[config.mk]
export PLATFORM = sky130hd
export DESIGN_NAME = wb_timer_irq_flat
export DESIGN_NICKNAME = d
export VERILOG_FILES = /design/src/rtl/wb_timer_pkg.sv /design/src/rtl/wb_timer_irq_if.sv /design/src/rtl/wb_timer_prescaler.sv /design/src/rtl/wb_timer_irq.sv /design/src/flat_wrapper.sv
export SDC_FILE = /design/constraint.sdc
export NUM_CORES = 1
export LEC_CHECK = 0
export ABC_AREA = 1
export BUFFER_PORTS_ARGS = -buffer_cell sky130_fd_sc_hd__buf_2
export CAP_MARGIN = 20
export CORE_MARGIN = 3
export CORE_UTILIZATION = 29
export CTS_CLUSTER_DIAMETER = 80
export DETAILED_ROUTE_END_ITERATION = 8
export PLACE_DENSITY_LB_ADDON = 0.1
export SYNTH_ARGS = -nofsm -noshare
export SYNTH_HDL_FRONTEND = slang
export SYNTH_SLANG_ARGS = --single-unit
[constraint.sdc]
create_clock -name clk_i -period 11.65 [get_ports clk_i]
set_input_delay 3.495 -clock clk_i [delete_from_list [all_inputs] [get_ports clk_i]]
set_output_delay 3.495 -clock clk_i [all_outputs]
set_load 0.1 [all_outputs]
[src/rtl/wb_timer_pkg.sv]
// wb_timer_pkg
//   Shared definitions for the Wishbone interrupt timer: register word
//   indices (wb_adr_i[4:2]), CTRL / STATUS bit positions and a byte-lane
//   merge helper used by every writable register.
package wb_timer_pkg;

   // Register word indices
   localparam logic [2:0] REG_CTRL     = 3'd0;
   localparam logic [2:0] REG_PRESCALE = 3'd1;
   localparam logic [2:0] REG_COUNT    = 3'd2;
   localparam logic [2:0] REG_COMPARE  = 3'd3;
   localparam logic [2:0] REG_STATUS   = 3'd4;

   // CTRL bit positions
   localparam int CTRL_EN     = 0;
   localparam int CTRL_AUTO   = 1;
   localparam int CTRL_IRQ_EN = 2;

   // STATUS bit positions
   localparam int STATUS_PEND = 0;

   // Replace only the bytes whose lane enable is set; other bytes keep old_v.
   function automatic logic [31:0] byte_merge(input logic [31:0] old_v,
                                              input logic [31:0] new_v,
                                              input logic [3:0]  sel);
      logic [31:0] r;
      r = old_v;
      for (int b = 0; b < 4; b++) begin
         if (sel[b]) r[8*b +: 8] = new_v[8*b +: 8];
      end
      return r;
   endfunction

endpackage

[src/rtl/wb_timer_irq_if.sv]
// wb_timer_irq_if
//   Wishbone classic bus bundle between a master (CPU / intercon) and the
//   timer slave.
//   cyc, stb, we : cycle, strobe, write enable   (master -> slave)
//   adr          : byte address                  (master -> slave)
//   dat_w, sel   : write data, byte lane enables (master -> slave)
//   dat_r, ack   : read data, acknowledge        (slave -> master)
interface wb_timer_irq_if;
   logic        cyc;
   logic        stb;
   logic        we;
   logic [31:0] adr;
   logic [31:0] dat_w;
   logic [3:0]  sel;
   logic [31:0] dat_r;
   logic        ack;

   modport master (output cyc, stb, we, adr, dat_w, sel, input dat_r, ack);
   modport slave  (input cyc, stb, we, adr, dat_w, sel, output dat_r, ack);
endinterface

[src/rtl/wb_timer_prescaler.sv]
// wb_timer_prescaler
//   Divides the clock into timer ticks. While enabled the counter runs
//   0..prescale_i and wraps; tick_o is high on the wrap cycle, so one tick
//   is produced every prescale_i+1 clocks (every clock for prescale_i=0).
//   clk_i, rst_i : clock, asynchronous active-high reset
//   en_i         : count enable; counter held at 0 while low
//   load_i       : prescale value being rewritten; restart from 0
//   prescale_i   : terminal count
//   tick_o       : one-cycle tick on wrap
module wb_timer_prescaler #(
   parameter int PRESCALE_W = 16
) (
   input  logic                  clk_i,
   input  logic                  rst_i,
   input  logic                  en_i,
   input  logic                  load_i,
   input  logic [PRESCALE_W-1:0] prescale_i,
   output logic                  tick_o
);

   logic [PRESCALE_W-1:0] cnt_q, cnt_d;
   logic                  wrap;

   assign wrap   = (cnt_q == prescale_i);
   assign tick_o = en_i & wrap;

   always_comb begin
      cnt_d = cnt_q;
      if (!en_i || load_i) begin
         cnt_d = '0;
      end else if (wrap) begin
         cnt_d = '0;
      end else begin
         cnt_d = cnt_q + PRESCALE_W'(1);
      end
   end

   always_ff @(posedge clk_i or posedge rst_i) begin
      if (rst_i) cnt_q <= '0;
      else       cnt_q <= cnt_d;
   end

endmodule

[src/rtl/wb_timer_irq.sv]
// wb_timer_irq
//   Wishbone classic slave timer driving one bit of the CPU irq vector.
//   A prescaled up-counter is compared against COMPARE on every tick; a
//   match sets the sticky PEND flag and either reloads COUNT to 0 (AUTO=1)
//   or stops the timer (one-shot). irq_o = PEND & IRQ_EN, registered.
//   clk_i, rst_i : clock, asynchronous active-high reset
//   wb           : Wishbone slave bundle (ack one cycle after request,
//                  one-cycle ack pulse, read data valid only with ack)
//   irq_o        : level interrupt request
module wb_timer_irq
   import wb_timer_pkg::*;
#(
   parameter int PRESCALE_W = 16,
   parameter int CNT_W      = 32
) (
   input  logic          clk_i,
   input  logic          rst_i,
   wb_timer_irq_if.slave wb,
   output logic          irq_o
);

   logic [2:0]            ctrl_q,     ctrl_d;
   logic [PRESCALE_W-1:0] prescale_q, prescale_d;
   logic [CNT_W-1:0]      count_q,    count_d;
   logic [CNT_W-1:0]      compare_q,  compare_d;
   logic                  pend_q,     pend_d;
   logic                  ack_q,      ack_d;
   logic [31:0]           dat_q,      dat_d;
   logic                  irq_q,      irq_d;

   logic       req;
   logic       wr;
   logic [2:0] idx;
   logic       wr_ctrl, wr_prescale, wr_count, wr_compare, wr_status;
   logic       tick;
   logic       match_set;
   logic [31:0] rd_data;
   logic       unused_adr;

   // ack_q in the request term turns a held strobe into one transfer per
   // two cycles instead of a repeated access.
   assign req = wb.cyc & wb.stb & ~ack_q;
   assign wr  = req & wb.we;
   assign idx = wb.adr[4:2];

   assign wr_ctrl     = wr && (idx == REG_CTRL);
   assign wr_prescale = wr && (idx == REG_PRESCALE);
   assign wr_count    = wr && (idx == REG_COUNT);
   assign wr_compare  = wr && (idx == REG_COMPARE);
   assign wr_status   = wr && (idx == REG_STATUS);

   assign unused_adr = ^{wb.adr[31:5], wb.adr[1:0]};

   wb_timer_prescaler #(
      .PRESCALE_W (PRESCALE_W)
   ) u_prescaler (
      .clk_i      (clk_i),
      .rst_i      (rst_i),
      .en_i       (ctrl_q[CTRL_EN]),
      .load_i     (wr_prescale),
      .prescale_i (prescale_q),
      .tick_o     (tick)
   );

   // Read mux; unmapped indices and unused bits read as 0.
   always_comb begin
      rd_data = '0;
      case (idx)
         REG_CTRL:     rd_data = {29'd0, ctrl_q};
         REG_PRESCALE: rd_data = 32'(prescale_q);
         REG_COUNT:    rd_data = 32'(count_q);
         REG_COMPARE:  rd_data = 32'(compare_q);
         REG_STATUS:   rd_data = {31'd0, pend_q};
         default:      rd_data = '0;
      endcase
   end

   // Timer events are applied first, bus writes afterwards so a write to
   // COUNT or CTRL overrides the tick in the same cycle; PEND set is
   // applied last so it beats a simultaneous write-1-to-clear.
   always_comb begin
      ctrl_d     = ctrl_q;
      prescale_d = prescale_q;
      count_d    = count_q;
      compare_d  = compare_q;
      pend_d     = pend_q;
      match_set  = 1'b0;

      if (tick) begin
         if (count_q == compare_q) begin
            match_set = 1'b1;
            if (ctrl_q[CTRL_AUTO]) count_d = '0;
            else                   ctrl_d[CTRL_EN] = 1'b0;
         end else begin
            count_d = count_q + CNT_W'(1);
         end
      end

      if (wr_ctrl)     ctrl_d     = 3'(byte_merge({29'd0, ctrl_q}, wb.dat_w, wb.sel));
      if (wr_prescale) prescale_d = PRESCALE_W'(byte_merge(32'(prescale_q), wb.dat_w, wb.sel));
      if (wr_count)    count_d    = CNT_W'(byte_merge(32'(count_q), wb.dat_w, wb.sel));
      if (wr_compare)  compare_d  = CNT_W'(byte_merge(32'(compare_q), wb.dat_w, wb.sel));
      if (wr_status && wb.sel[0] && wb.dat_w[STATUS_PEND]) pend_d = 1'b0;

      if (match_set) pend_d = 1'b1;
   end

   always_comb begin
      ack_d = req;
      dat_d = (req && !wb.we) ? rd_data : 32'd0;
      irq_d = pend_q & ctrl_q[CTRL_IRQ_EN];
   end

   always_ff @(posedge clk_i or posedge rst_i) begin
      if (rst_i) begin
         ctrl_q     <= '0;
         prescale_q <= '0;
         count_q    <= '0;
         compare_q  <= '0;
         pend_q     <= 1'b0;
         ack_q      <= 1'b0;
         dat_q      <= '0;
         irq_q      <= 1'b0;
      end else begin
         ctrl_q     <= ctrl_d;
         prescale_q <= prescale_d;
         count_q    <= count_d;
         compare_q  <= compare_d;
         pend_q     <= pend_d;
         ack_q      <= ack_d;
         dat_q      <= dat_d;
         irq_q      <= irq_d;
      end
   end

   assign wb.ack   = ack_q;
   assign wb.dat_r = dat_q;
   assign irq_o    = irq_q;

endmodule

[src/flat_wrapper.sv]
// flat-port wrapper written by rule: the top's interface ports become plain ports
module wb_timer_irq_flat import wb_timer_pkg::*;
#(
   parameter int PRESCALE_W = 16,
   parameter int CNT_W      = 32
)
  (clk_i, rst_i, irq_o, wb_cyc, wb_stb, wb_we, wb_adr, wb_dat_w, wb_sel, wb_dat_r, wb_ack);
  wb_timer_irq_if wb_i ();
  input  logic clk_i;
  input  logic rst_i;
  output logic irq_o;
  input wire logic [$bits(wb_i.cyc)-1:0] wb_cyc;
  input wire logic [$bits(wb_i.stb)-1:0] wb_stb;
  input wire logic [$bits(wb_i.we)-1:0] wb_we;
  input wire logic [$bits(wb_i.adr)-1:0] wb_adr;
  input wire logic [$bits(wb_i.dat_w)-1:0] wb_dat_w;
  input wire logic [$bits(wb_i.sel)-1:0] wb_sel;
  output wire logic [$bits(wb_i.dat_r)-1:0] wb_dat_r;
  output wire logic [$bits(wb_i.ack)-1:0] wb_ack;
  assign wb_i.cyc = wb_cyc;
  assign wb_i.stb = wb_stb;
  assign wb_i.we = wb_we;
  assign wb_i.adr = wb_adr;
  assign wb_i.dat_w = wb_dat_w;
  assign wb_i.sel = wb_sel;
  assign wb_dat_r = wb_i.dat_r;
  assign wb_ack = wb_i.ack;
  wb_timer_irq #(.PRESCALE_W(PRESCALE_W), .CNT_W(CNT_W)) u_core (.clk_i(clk_i), .rst_i(rst_i), .wb(wb_i), .irq_o(irq_o));
endmodule
==> results of run 1 <==
[layout make-up]
class	instances	area [um^2]
Fill cell	2859	17300
Multi-Input combinational cell	737	3850
Sequential cell	134	3350
Clock buffer	23	468
Timing Repair Buffer	82	423
Tap cell	335	419
Inverter	95	362
Clock inverter	9	125
[metal layers]
layer  vias up  wire, um  track usage [%]
li1       3310         -                -
met3        13       809             3.39
met2       105     11100             27.7
met4         0       213             4.23
met1      3087     11600             23.5
met5         -         0                0
[worst register-to-register path, cell delays in order, from the launching register on]
cell and delay, ns:
dfrtp_1 0.46, xnor2_1 0.33, nand2_1 0.10, nor2_1 0.17, nand2_1 0.09, nor2_2 0.11
nand2_2 0.25, nand2_1 0.70, o21ai_1 0.13, nand2_1 0.10, nand2_1 0.05
[cells by family after synthesis]
kind of cell,share of synthesized area (%)
flip-flops,43.0
XOR/XNOR,7.97
AO/OA/AOI/OAI,8.39
adder cells (fa/ha/maj),0.321
buffers and inverters,7.57
multiplexers,1.73
AND/OR/NAND/NOR,31.0
[flip-flops by register name (all words and copies together) (netlist names)]
| name | count |
|---|---|
| u_core.compare_q | 32 |
| u_core.count_q | 32 |
| u_core.ctrl_q | 3 |
| u_core.irq_o | 1 |
| u_core.pend_q | 1 |
| u_core.prescale_q | 16 |
| u_core.u_prescaler.cnt_q | 16 |
| u_core.wb.ack | 1 |
| u_core.wb.dat_r | 32 |
[where the power goes]
part           internal, mW  switching, mW
Sequential            0.520         0.0814
Clock                 0.347          0.215
Combinational         0.129          0.212
[cells in the mapped netlist, types with 2 or more instances]
master / count / area (um^2)
clkbuf_1: 6 / 22.5
o21ai_0: 31 / 155
inv_2: 10 / 37.5
xnor2_1: 30 / 263
nor2_2: 9 / 56.3
nand3_2: 8 / 80.1
buf_6: 7 / 78.8
nor2_4: 8 / 90.1
nand3_1: 46 / 230
xnor2_2: 7 / 114
nand2_4: 5 / 56.3
buf_2: 25 / 125
a21oi_1: 11 / 55.1
xor2_1: 28 / 245
nor3_2: 3 / 30.0
inv_1: 84 / 315
a31oi_1: 3 / 18.8
nand4_1: 9 / 56.3
o221ai_1: 3 / 26.3
o21ai_1: 38 / 190
nand2_1: 336 / 1260
ha_1: 2 / 25.0
nor2_1: 97 / 364
a221oi_1: 2 / 17.5
nand2_2: 8 / 50.1
o22ai_1: 3 / 18.8
and3_1: 2 / 12.5
dfrtp_1: 134 / 3350
nor3_1: 4 / 20.0
mux2_2: 12 / 135
o211ai_1: 4 / 30.0
a22oi_1: 17 / 128
or2_1: 3 / 18.8
[metrics by stage]
step,worst slack [ns],hold WS [ns],std cells,area (um^2),utilization [%]
floorplan,4.57,0.433,1005,7800,-
global placement,5.79,0.433,1383,8410,32.0
detailed placement,5.79,0.436,1383,8410,32.0
CTS,6.23,0.445,1415,9000,34.3
global route,6.08,0.470,1415,9000,34.3
finish,6.26,0.439,1415,9000,34.3
[worst max path at each step]
stage | start | endpoint | cells after the start
5_1_grt | wb_adr[2] | u_core.count_q[28]$_DFFE_PP0P_ | 8
6_report | wb_adr[2] | u_core.count_q[17]$_DFFE_PP0P_ | 8
3_5_place_dp | wb_adr[2] | u_core.count_q[11]$_DFFE_PP0P_ | 8
2_1_floorplan | rst_i | u_core.compare_q[0]$_DFFE_PP0P_ | 1
4_1_cts | wb_adr[2] | u_core.count_q[17]$_DFFE_PP0P_ | 8
3_3_place_gp | wb_adr[2] | u_core.count_q[31]$_DFFE_PP0P_ | 8
==> impl_metrics.tcl, run 1 <==
set metrics [dict create \
    slew-limit-headroom_pct 46.3 \
    grt.overflow.total 0 \
    synth-seq-cells 134 \
    r2r-start "u_core.count_q[25]$_DFFE_PP0P_" \
    reg2reg_setup_slack_ns 9.05 \
    totalWireLength_um 23700 \
    die_area_mm2 0.0289 \
    async_flop_share_pct 100 \
    tightest_slew_ns 0.804 \
    rows 59 \
    crit_chain "buf_2 > nor3_4 > buf_4 > nand2_2 > nand2_1 > o21ai_1 > nand2_1 > nand2_1" \
    min_from "u_core.wb.ack$_DFF_PP0_" \
    fin_skew_ns 0.00901 \
    tns_ns 0 \
    slew_viol_final 0 \
    post_route_cells_drive_above_1_share_pct 17.2 \
    drtPass1Iterations 5 \
    ir_worst_vdd_mv 0.0839 \
    path_delay_family "simple AND/OR/NAND/NOR gates" \
    dp_hpwl_um 17400 \
    final_nets 1142 \
    power.leakage_nw 4.46 \
    cts_inserted_buffers 17 \
    cp_slowest_cell "nand2_1" \
    via_count 6515 \
    seq_area_frac_synth_pct 43.0 \
    rsz0062_at_grt "false" \
    cts_resized 0 \
    die_y_um 170 \
    post_cts_buffers 0 \
    grt_pass1_wl_um 37900 \
    cp-end-kind "flop" \
    layout_common_cells "336 x nand2_1, 134 x dfrtp_1, 97 x nor2_1, 83 x inv_1, 77 x buf_2" \
    r2r_end "u_core.count_q[17]$_DFFE_PP0P_" \
    hold_depth 1 \
    drc 0 \
    start_util_pct 29.7 \
    clkSlewWorstSetupHoldPaths_ns 0.06 \
    setup_viol 0 \
    cts_root_buf "clkbuf_16" \
    synth_ff_type "dfrtp_1" \
    num_io_pins 107 \
    clock_path_buffers 2 \
    fin_crit_sh_pct 46.2 \
    grt_max_degree 80 \
    yosysWarnings 0 \
    place.gp.congestion 0.851 \
    period_minus_slack_ns 5.39 \
    clock-sinks 134 \
    synth_edf_count 0 \
    critPathMaxFanout 24 \
    wl_per_cell_um 16.7 \
    min_to "u_core.wb.ack$_DFF_PP0_" \
    layout_commonest_cell "nand2_1" \
    cts_hold_buf 0 \
    core_mm2 0.0263 \
    portBuffers 77 \
    avgSynthCellArea_um2 7.76 \
    cp_common_cell "nand2_1" \
    path_buf_inv 2 \
    clkLatencyLatePin_ns 0.43 \
    slowest_delay_ns 0.79 \
    syn_area_mm2 0.00780 \
    fp.dieW_um 170 \
    maxClockFrequency_mhz 186 \
    outcome "complete, no violations" \
    worstPathRequired_ns 11.97 \
    syn_nets 1080 \
    grt_pass1_vias 6596 \
    postRouteAntennaNets 0 \
    total_power_mw 1.50 \
    antenna_cells 0 \
    drv_cap 0 \
    via_per_inst 4.60 \
    p_per_area_mw_per_mm2 167 \
    worstPathArrival_ns 5.71 \
    clock_tree.htree_level_count 4 \
    cts_tree "built" \
    hold_class "reg2reg" \
    reg2reg_depth 10 \
    drt_iter0_markers 378 \
    grt_use_total_pct 17.1 \
    crit_type "in2reg" \
    syn2layout_area_growth_pct 15.5 \
    antenna_found_initial 0 \
    hold_violations 0 \
    netlist_instances 1005 \
    startpoint_type "primary input" \
    synth.distinct_cells 43 \
]
No activity file was read; power rests on OpenSTA's default activity.
==> run 2: changes to the inputs <==
- ABC_AREA: 1 -> 0
- clock period: 11.65 -> 5.15 ns (I/O delays scaled with it)
==> run 2 against run 1 <==
  * Sequential power up 100%
  * Cell area shrank 5.5%
  * Flip-flop and latch count is the same
  * Setup slack worse by 4.6 ns
==> impl_metrics.tcl, run 2 <==
set metrics [dict create \
    placed_area_mm2 0.00784 \
    slowest_delay_ns 0.44 \
    ir_worst_vdd_mv 0.178 \
    synth.distinct_cells 60 \
    synth_ff_type "dfrtp_1" \
    core_mm2 0.0238 \
    post_cts_buffers 0 \
    cts_resized 0 \
    grt_pass1_vias 5746 \
    layout_commonest_cell "dfrtp_1" \
    worstPathRequired_ns 5.45 \
    setup_viol 0 \
    fp.dieW_um 163 \
    cp_slowest_cell "nor3b_2" \
    layout_common_cells "134 x dfrtp_1, 77 x buf_2, 70 x nor2_1, 64 x mux2_2, 56 x xor2_1" \
    cts_root_buf "clkbuf_16" \
    drt_iter0_markers 448 \
    crit_type "in2reg" \
    slew_viol_final 0 \
    yosysMostFrequentCell "dfrtp_1" \
    place_inst 1043 \
    final_util_pct 35.7 \
    clock_tree.htree_level_count 4 \
    hold_violations 0 \
    yosysWarnings 0 \
    cts_inserted_buffers 17 \
    clkLatencyLatePin_ns 0.42 \
    worstPathArrival_ns 3.77 \
    synth_top_area_share_pct 46.9 \
    cp-end-kind "flop" \
    grt.overflow.total 0 \
    start_util_pct 30.0 \
    clkSlewWorstSetupHoldPaths_ns 0.06 \
    via_count 5671 \
    clock-sinks 134 \
    slew-limit-headroom_pct 30.7 \
    post_route_cells_drive_above_1_share_pct 26.3 \
    final_nets 818 \
    startpoint_type "primary input" \
    yosys.area.top_type "dfrtp_1" \
    place.gp.congestion 0.873 \
    cts_hold_buf 0 \
    async_flop_share_pct 100 \
    outcome "complete, no violations" \
    postRouteAntennaNets 0 \
    die_area_mm2 0.0266 \
    grt_max_degree 85 \
    total_power_mw 2.97 \
    wl_per_cell_um 20.9 \
    drv_cap 0 \
    multi_input_area_mm2 0.00356 \
    design_area_mm2 0.00851 \
    period_minus_slack_ns 3.46 \
    synth.top_cells.by_area "dfrtp_1 47%, mux2_2 10%, xor2_1 6.9%" \
    num_io_pins 107 \
    tns_ns 0 \
    antenna_found_initial 0 \
    critPathMaxFanout 27 \
    fin_skew_ns 0.0108 \
    power.leakage_nw 3.84 \
    via_per_inst 5.28 \
    hold_slack_ns 0.469 \
    yosys-top-cells-count "134 x dfrtp_1, 70 x nor2_1, 64 x mux2_2" \
    drc 0 \
    fillerInstances 2485 \
    rsz0062_at_grt "false" \
    clock_path_buffers 2 \
    syn2layout_area_growth_pct 19.0 \
    synth-seq-cells 134 \
    drtPass1Iterations 5 \
    avgSynthCellArea_um2 10.6 \
    fin_crit_sh_pct 67.2 \
    synth_edf_count 0 \
    syn_nets 749 \
    antenna_cells 0 \
    post-place-ws_ns 1.24 \
    syn_area_mm2 0.00715 \
    totalWireLength_um 22400 \
    seq_area_frac_synth_pct 46.9 \
    tightest_slew_ns 1.04 \
    seqCellArea_mm2 0.00335 \
    maxClockFrequency_mhz 289 \
    p_per_area_mw_per_mm2 349 \
    grt_use_total_pct 17.3 \
    fin_ws_ns 1.69 \
    die_y_um 163 \
    hold_class "reg2reg" \
    final-instance-count-excl-fill 1075 \
    crit_chain "buf_2 > nor3b_2 > and2_1 > buf_4 > nand2_1 > nand4_1 > o211ai_1 > a22o_1" \
    dp_hpwl_um 15900 \
    portBuffers 77 \
    grt_pass1_wl_um 35000 \
    cts_tree "built" \
    netlist_instances 674 \
    rows 56 \
]
-- run 2: cells by family after synthesis --
logic type               share of synthesized area, %
XOR/XNOR                                         7.59
buffers and inverters                            3.34
AND/OR/NAND/NOR                                  14.9
adder cells (fa/ha/maj)                         0.350
flip-flops                                       46.9
multiplexers                                     10.8
AO/OA/AOI/OAI                                    16.2
-- run 2: report_power, final --
part	switching (mW)	total (mW)	leakage (nW)	internal, mW
clock network	0.488	1.41	0.323	0.921
logic	0.210	0.355	1.69	0.145
registers	0.0828	1.20	1.82	1.12
total	0.781	2.97	3.84	2.19
-- run 2: worst max-delay path, delay by kind of cell --
| family | cells | cell delay, ns |
|---|---|---|
| compound gates | 2 | 0.44 |
| simple gates | 4 | 1.15 |
| buf+inv | 2 | 0.63 |
-- run 2: path summary, 6_finish.rpt --
path | from | end | slack [ns] | cells after the start
hold reg to reg | u_core.wb.ack$_DFF_PP0_ | u_core.wb.ack$_DFF_PP0_ | 0.47 | 1
min in group asynchronous | rst_i | u_core.wb.dat_r[2]$_DFF_PP0_ | 1.31 | 2
max in group asynchronous | rst_i | u_core.count_q[11]$_DFFE_PP0P_ | 2.89 | 3
setup / recovery | wb_adr[2] | u_core.count_q[16]$_DFFE_PP0P_ | 1.69 | 8
setup reg to reg | u_core.count_q[9]$_DFFE_PP0P_ | u_core.count_q[16]$_DFFE_PP0P_ | 1.96 | 6
hold / removal | u_core.wb.ack$_DFF_PP0_ | u_core.wb.ack$_DFF_PP0_ | 0.47 | 1
-- run 2: layer usage --
layer | part of all wire, % | up-vias | global-route usage (%)
met5 | 0 | - | 0
met1 | 50 | 2863 | 25.7
met3 | 4.5 | 18 | 3.37
met2 | 45 | 154 | 25.8
met4 | 1.2 | 0 | 4.19
li1 | - | 2636 | -
-- run 2: cell type report --
cell class | instances | area share, %
Clock inverter | 13 | 2.68
Inverter | 18 | 0.853
Sequential cell | 134 | 39.4
Multi-Input combinational cell | 486 | 41.8
Tap cell | 319 | 4.69
Timing Repair Buffer | 86 | 5.32
Clock buffer | 19 | 5.21
